File: src/rtl/cpu_pkg.sv
// Shared front-end definitions: datapath widths, fetch FSM encoding and small
// address helpers used by the fetch stage.
package cpu_pkg;

    localparam int unsigned ADDR_WIDTH        = 32;
    localparam int unsigned INSTRUCTION_WIDTH = 32;

    typedef enum logic [1:0] {
        IDLE    = 2'd0,
        WAIT    = 2'd1,
        DISCARD = 2'd2
    } fetch_state_t;

    // Instructions are word aligned; any low-bit set marks a bad fetch target.
    function automatic logic is_misaligned(input logic [1:0] low_bits);
        return low_bits != 2'b00;
    endfunction

endpackage

File: src/rtl/fetch_stage.sv
// Instruction fetch stage: PC, a one-outstanding-request memory FSM and a
// one-entry output buffer presenting {pc, instruction} packets to decode.
module fetch_stage #(
    parameter int unsigned           ADDR_WIDTH        = cpu_pkg::ADDR_WIDTH,
    parameter int unsigned           INSTRUCTION_WIDTH = cpu_pkg::INSTRUCTION_WIDTH,
    parameter logic [ADDR_WIDTH-1:0] RESET_VECTOR      = 32'h0000_0000
) (
    input  logic                         clk,
    input  logic                         rst,
    input  logic                         next_stall,
    output logic                         done_next,
    input  logic                         control_flow_affected,
    input  logic [ADDR_WIDTH-1:0]        jump_target,
    input  logic                         jump_target_valid,
    output logic [ADDR_WIDTH-1:0]        imem_addr,
    output logic                         imem_req_valid,
    input  logic                         imem_req_ready,
    input  logic [INSTRUCTION_WIDTH-1:0] imem_resp_data,
    input  logic                         imem_resp_valid,
    input  logic                         imem_resp_error,
    output logic [ADDR_WIDTH-1:0]        program_count,
    output logic                         program_count_valid,
    output logic [INSTRUCTION_WIDTH-1:0] instruction_data,
    output logic                         instruction_data_valid
);

    import cpu_pkg::fetch_state_t;
    import cpu_pkg::IDLE;
    import cpu_pkg::WAIT;
    import cpu_pkg::DISCARD;
    import cpu_pkg::is_misaligned;

    fetch_state_t state_q, state_d;

    logic [ADDR_WIDTH-1:0]        pc_q, pc_d;
    logic [ADDR_WIDTH-1:0]        fetch_addr_q;
    logic                         has_output_q;
    logic [ADDR_WIDTH-1:0]        pkt_pc_q;
    logic                         pkt_pc_valid_q;
    logic [INSTRUCTION_WIDTH-1:0] pkt_instr_q;
    logic                         pkt_instr_valid_q;

    logic redirect;
    logic offer;
    logic transfer;
    logic slot_free;
    logic fetch_ok;
    logic misaligned;
    logic req_fire;
    logic resp_load;
    logic placeholder_load;

    assign redirect   = control_flow_affected && jump_target_valid;
    // Never offer while decode is steering control flow: the packet may be wrong-path.
    assign offer      = !rst && has_output_q && !control_flow_affected;
    assign transfer   = offer && !next_stall;
    assign slot_free  = !has_output_q || transfer;
    assign fetch_ok   = !rst && (state_q == IDLE) && !control_flow_affected && slot_free;
    assign misaligned = is_misaligned(pc_q[1:0]);

    assign req_fire         = imem_req_valid && imem_req_ready;
    assign resp_load        = (state_q == WAIT) && imem_resp_valid && !redirect;
    // A misaligned pc produces an exception packet locally instead of a memory access.
    assign placeholder_load = fetch_ok && misaligned;

    // ---------------------------------------------------------------- FSM
    always_ff @(posedge clk) begin
        if (rst) begin
            state_q <= IDLE;
        end else begin
            state_q <= state_d;
        end
    end

    always_comb begin
        state_d = state_q;
        unique case (state_q)
            IDLE: begin
                if (req_fire) state_d = WAIT;
            end
            WAIT: begin
                // A response coinciding with a redirect is simply dropped.
                if (imem_resp_valid)  state_d = IDLE;
                else if (redirect)    state_d = DISCARD;
            end
            DISCARD: begin
                if (imem_resp_valid) state_d = IDLE;
            end
            default: state_d = IDLE;
        endcase
    end

    always_comb begin
        imem_req_valid = fetch_ok && !misaligned;
        imem_addr      = pc_q;
        done_next      = offer;
    end

    // ------------------------------------------------------------ PC
    always_comb begin
        pc_d = pc_q;
        if (redirect) begin
            pc_d = jump_target;
        end else if (req_fire || placeholder_load) begin
            pc_d = pc_q + ADDR_WIDTH'(4);
        end
    end

    always_ff @(posedge clk) begin
        if (rst) begin
            pc_q         <= RESET_VECTOR;
            fetch_addr_q <= '0;
        end else begin
            pc_q <= pc_d;
            if (req_fire) fetch_addr_q <= pc_q;
        end
    end

    // ----------------------------------------------------- output buffer
    always_ff @(posedge clk) begin
        if (rst) begin
            has_output_q      <= 1'b0;
            pkt_pc_q          <= '0;
            pkt_pc_valid_q    <= 1'b0;
            pkt_instr_q       <= '0;
            pkt_instr_valid_q <= 1'b0;
        end else if (redirect) begin
            has_output_q      <= 1'b0;
            pkt_pc_valid_q    <= 1'b0;
            pkt_instr_valid_q <= 1'b0;
        end else if (resp_load) begin
            has_output_q      <= 1'b1;
            pkt_pc_q          <= fetch_addr_q;
            pkt_pc_valid_q    <= 1'b1;
            pkt_instr_q       <= imem_resp_data;
            pkt_instr_valid_q <= !imem_resp_error;
        end else if (placeholder_load) begin
            has_output_q      <= 1'b1;
            pkt_pc_q          <= pc_q;
            pkt_pc_valid_q    <= 1'b1;
            pkt_instr_q       <= '0;
            pkt_instr_valid_q <= 1'b0;
        end else if (transfer) begin
            has_output_q      <= 1'b0;
            pkt_pc_valid_q    <= 1'b0;
            pkt_instr_valid_q <= 1'b0;
        end
    end

    assign program_count          = pkt_pc_q;
    assign program_count_valid    = pkt_pc_valid_q;
    assign instruction_data       = pkt_instr_q;
    assign instruction_data_valid = pkt_instr_valid_q;

endmodule

File: config.mk
export PLATFORM = sky130hd
export DESIGN_NAME = fetch_stage
export DESIGN_NICKNAME = d
export VERILOG_FILES = /design/src/rtl/cpu_pkg.sv /design/src/rtl/fetch_stage.sv
export SDC_FILE = /design/constraint.sdc
export NUM_CORES = 1
export LEC_CHECK = 0
export CORE_ASPECT_RATIO = 1.2
export CORE_MARGIN = 2
export CORE_UTILIZATION = 35
export CTS_CLUSTER_DIAMETER = 150
export DETAILED_ROUTE_END_ITERATION = 7
export GPL_TIMING_DRIVEN = 0
export PLACE_DENSITY = 0.61
export SETUP_SLACK_MARGIN = 0.3
export SLEW_MARGIN = 25
export SYNTH_ARGS = -nofsm -noshare
export SYNTH_HDL_FRONTEND = slang
export SYNTH_SLANG_ARGS = --single-unit
File: constraint.sdc
create_clock -name clk -period 6.05 [get_ports clk]
set_clock_uncertainty 0.15 [all_clocks]
set_input_delay 1.21 -clock clk [delete_from_list [all_inputs] [get_ports clk]]
set_output_delay 1.21 -clock clk [all_outputs]
set_load 0.1 [all_outputs]
==> run summary <==
top cells by area, synth - dfxtp_1, nand2_1, nor2_1
CP most frequent cell - clkdlybuf4s50_1
reg-to-reg startpoint - state_q[0]
Seq cells post-synth - 132
cell count after placement - 1042
syn nets - 737
CTS buffer count - 17
gr usage total - 21.98%
Die Y - 141.7 um
RSZ-0062 raised after global routing - no
layout cell share with drive strength beyond 1 - 5.671%
Crit path buffers/inverters - 2
crit share post-route - 82.82%
Hold Path End - fetch_addr_q[19]
DRC - 0
WHS Path Cells - 2
via/cell ratio - 5.160
Arr. time, crit path - 3650 ps
Buffers on Ports - 170
clock slew at reported path FFs - 50 ps
Clock Tree Buf Depth - 2
ant diodes - 0
Synth async-reset ratio - 0%
fin crit period - 5011 ps
fmax - 199.6 MHz
WHS - 305.3 ps
worst vdd ir - 0.0001697 V
relative slew slack - 31.51%
Post CTS Setup Buffer Count - 0
global-route wire length before repair - 29120 um
most frequent cell after synthesis - nand2_1
post-synth top area cell - dfxtp_1
vias in the first global route - 5674
Leakage - 2.609 nW
final hold violation count - 0
die width - 118.7 um
GPL Wtd Cong - 0.8144
pre-CTS setup slack - 1020 ps
Setup crit start kind - input port
post-route setup TNS - 0 ps
syn avg cell area - 8.323 um^2
Reg2Reg Setup Slack - 3250 ps
num ports - 172
max-slew violations - 0
total gr overflow - 0
Final ANT Viol Nets - 0
CTS tree - done
slowest CP cell - clkdlybuf4s50_1
mean routed wirelength per cell - 17.25 um
Main synth FF type - dfxtp_1
routed via count - 5532
full die area - 16820 um^2
largest net degree at the start of global routing - 17
Post-CTS Resized - 0
final setup vio count - 0
Clock Tree Root - clkbuf_16
initial DRC count - 277
Synth cell types - 46
Crit path largest cell delay - 1160 ps
Skew-Pair Late Insertion Delay - 420 ps
clk sinks - 132
worst reg2reg path depth - 6
Pwr Density - 288.6 nW/um^2
dpl hpwl - 13780 um
reg-to-reg critical path endpoint - program_count[7]
fin nets - 926
worst endpoint required time - 4690 ps
CORE AREA - 15510 um^2
Post-synth EDFFs - 0
hold crit path type - reg2reg
Synth top area share - 47.82%
status - finished clean
Worst Setup Path Type - in2out
Worst Setup SP - control_flow_affected
Post-Route WL - 18490 um
crit path max fanout - 6
cts-stage hold buffer count - 0
Initial Utilization - 35.62%
Cell Area, Synth - 5527 um^2
Mapped Cells - 664
min-delay src - fetch_addr_q[19]
FP Rows - 50
Top delay family on crit path - buffers and inverters
Non-Filler Instances - 1072
endpoint class of the critical path - output pin
Layout Area Growth over Synthesis - 45.14%
Seq/Total Area, Yosys - 47.82%
worst-path cell chain - clkdlybuf4s50_1, nor4_4, nand2_1, nor3_1, clkdlybuf4s50_1
YS warnings - 0
fin worst setup slack - 1039 ps
DRT Pass-1 Iters - 5
Max Cap Viol - 0
CTS H-Tree Depth - 4
Worst Tran Pin Value - 1024 ps
initial antenna violation count - 0
leading post-synthesis cells by instance count - nand2_1, dfxtp_1, nor2_1
final cells by class:
class | count | area, um^2
Clock buffer | 20 | 446.7
Timing Repair Buffer | 170 | 1702
Sequential cell | 132 | 2643
Tap cell | 208 | 260.3
Clock inverter | 10 | 86.33
Multi-Input combinational cell | 476 | 2590
Buffer | 54 | 286.5
Fill cell | 1526 | 7493
Inverter | 2 | 7.507
tightest hold or removal path, cell delays in order (launching register included):
cell     delay [ps]
dfxtp_1         310
nand2_1          50
a21oi_1          50
kinds of logic (layout without fill, tap and decap cells):
| logic type | after synthesis | in the layout | synth area share, % |
|---|---|---|---|
| AND/OR/NAND/NOR | 313 | 313 | 25.11 |
| AO/OA/AOI/OAI | 137 | 137 | 17.57 |
| flip-flops | 132 | 132 | 47.82 |
| buffers and inverters | 56 | 256 | 5.320 |
| XOR/XNOR | 25 | 25 | 3.962 |
| adder cells (fa/ha/maj) | 1 | 1 | 0.2264 |
stage by stage:
stage	total power, mW	cell area, um^2	util, %
2_1_floorplan	1.243	5527	-
3_3_place_gp	1.385	7488	48.27
3_5_place_dp	1.390	7488	48.27
4_1_cts	2.331	8021	51.70
5_1_grt	2.392	8021	51.70
6_report	2.315	8021	51.70
registers in the layout, summed over array words and instances, names as in the netlist:
signal,flops
program_count,32
instruction_data_valid,1
fetch_addr_q,32
state_q,2
imem_addr,32
instruction_data,32
program_count_valid,1
worst max path at each step:
stage / to / cells after the start
floorplan: imem_req_valid / 4
global placement: imem_req_valid / 5
detailed placement: imem_req_valid / 5
CTS: imem_req_valid / 5
global route: imem_req_valid / 5
finish: imem_req_valid / 5
report_power, final:
group	internal, mW	switching [mW]
Sequential	0.901	0.0365
Clock	0.566	0.378
Combinational	0.129	0.305
Total	1.60	0.719
cell usage in the layout, fill, tap and decap left out, types with 3 or more instances in the layout:
cell and instances:
nor3_1 8, nor3b_1 3, buf_1 3, xor2_1 6
and4_2 3, clkdlybuf4s50_1 170, nand3_1 13, and3_1 4
nor4_1 13, a211oi_1 23, nand4_1 7, dfxtp_1 132
nand2_1 147, o21ai_0 5, a22oi_1 32, clkinv_2 5
xnor2_1 19, a21oi_1 35, a311oi_1 36, clkbuf_1 43
nor2_1 96, clkbuf_8 5, clkinvlp_4 3, clkbuf_16 17
metal layers:
| layer | track usage [%] | wire, um | vias to the layer above |
|---|---|---|---|
| met5 | 0 | 0 | - |
| met4 | 7.393 | 300 | 0 |
| met3 | 7.355 | 1349 | 26 |
| met2 | 39.35 | 9366 | 178 |
| met1 | 24.39 | 7475 | 2618 |
| li1 | - | - | 2710 |
Power figures use the tool's default switching activity.
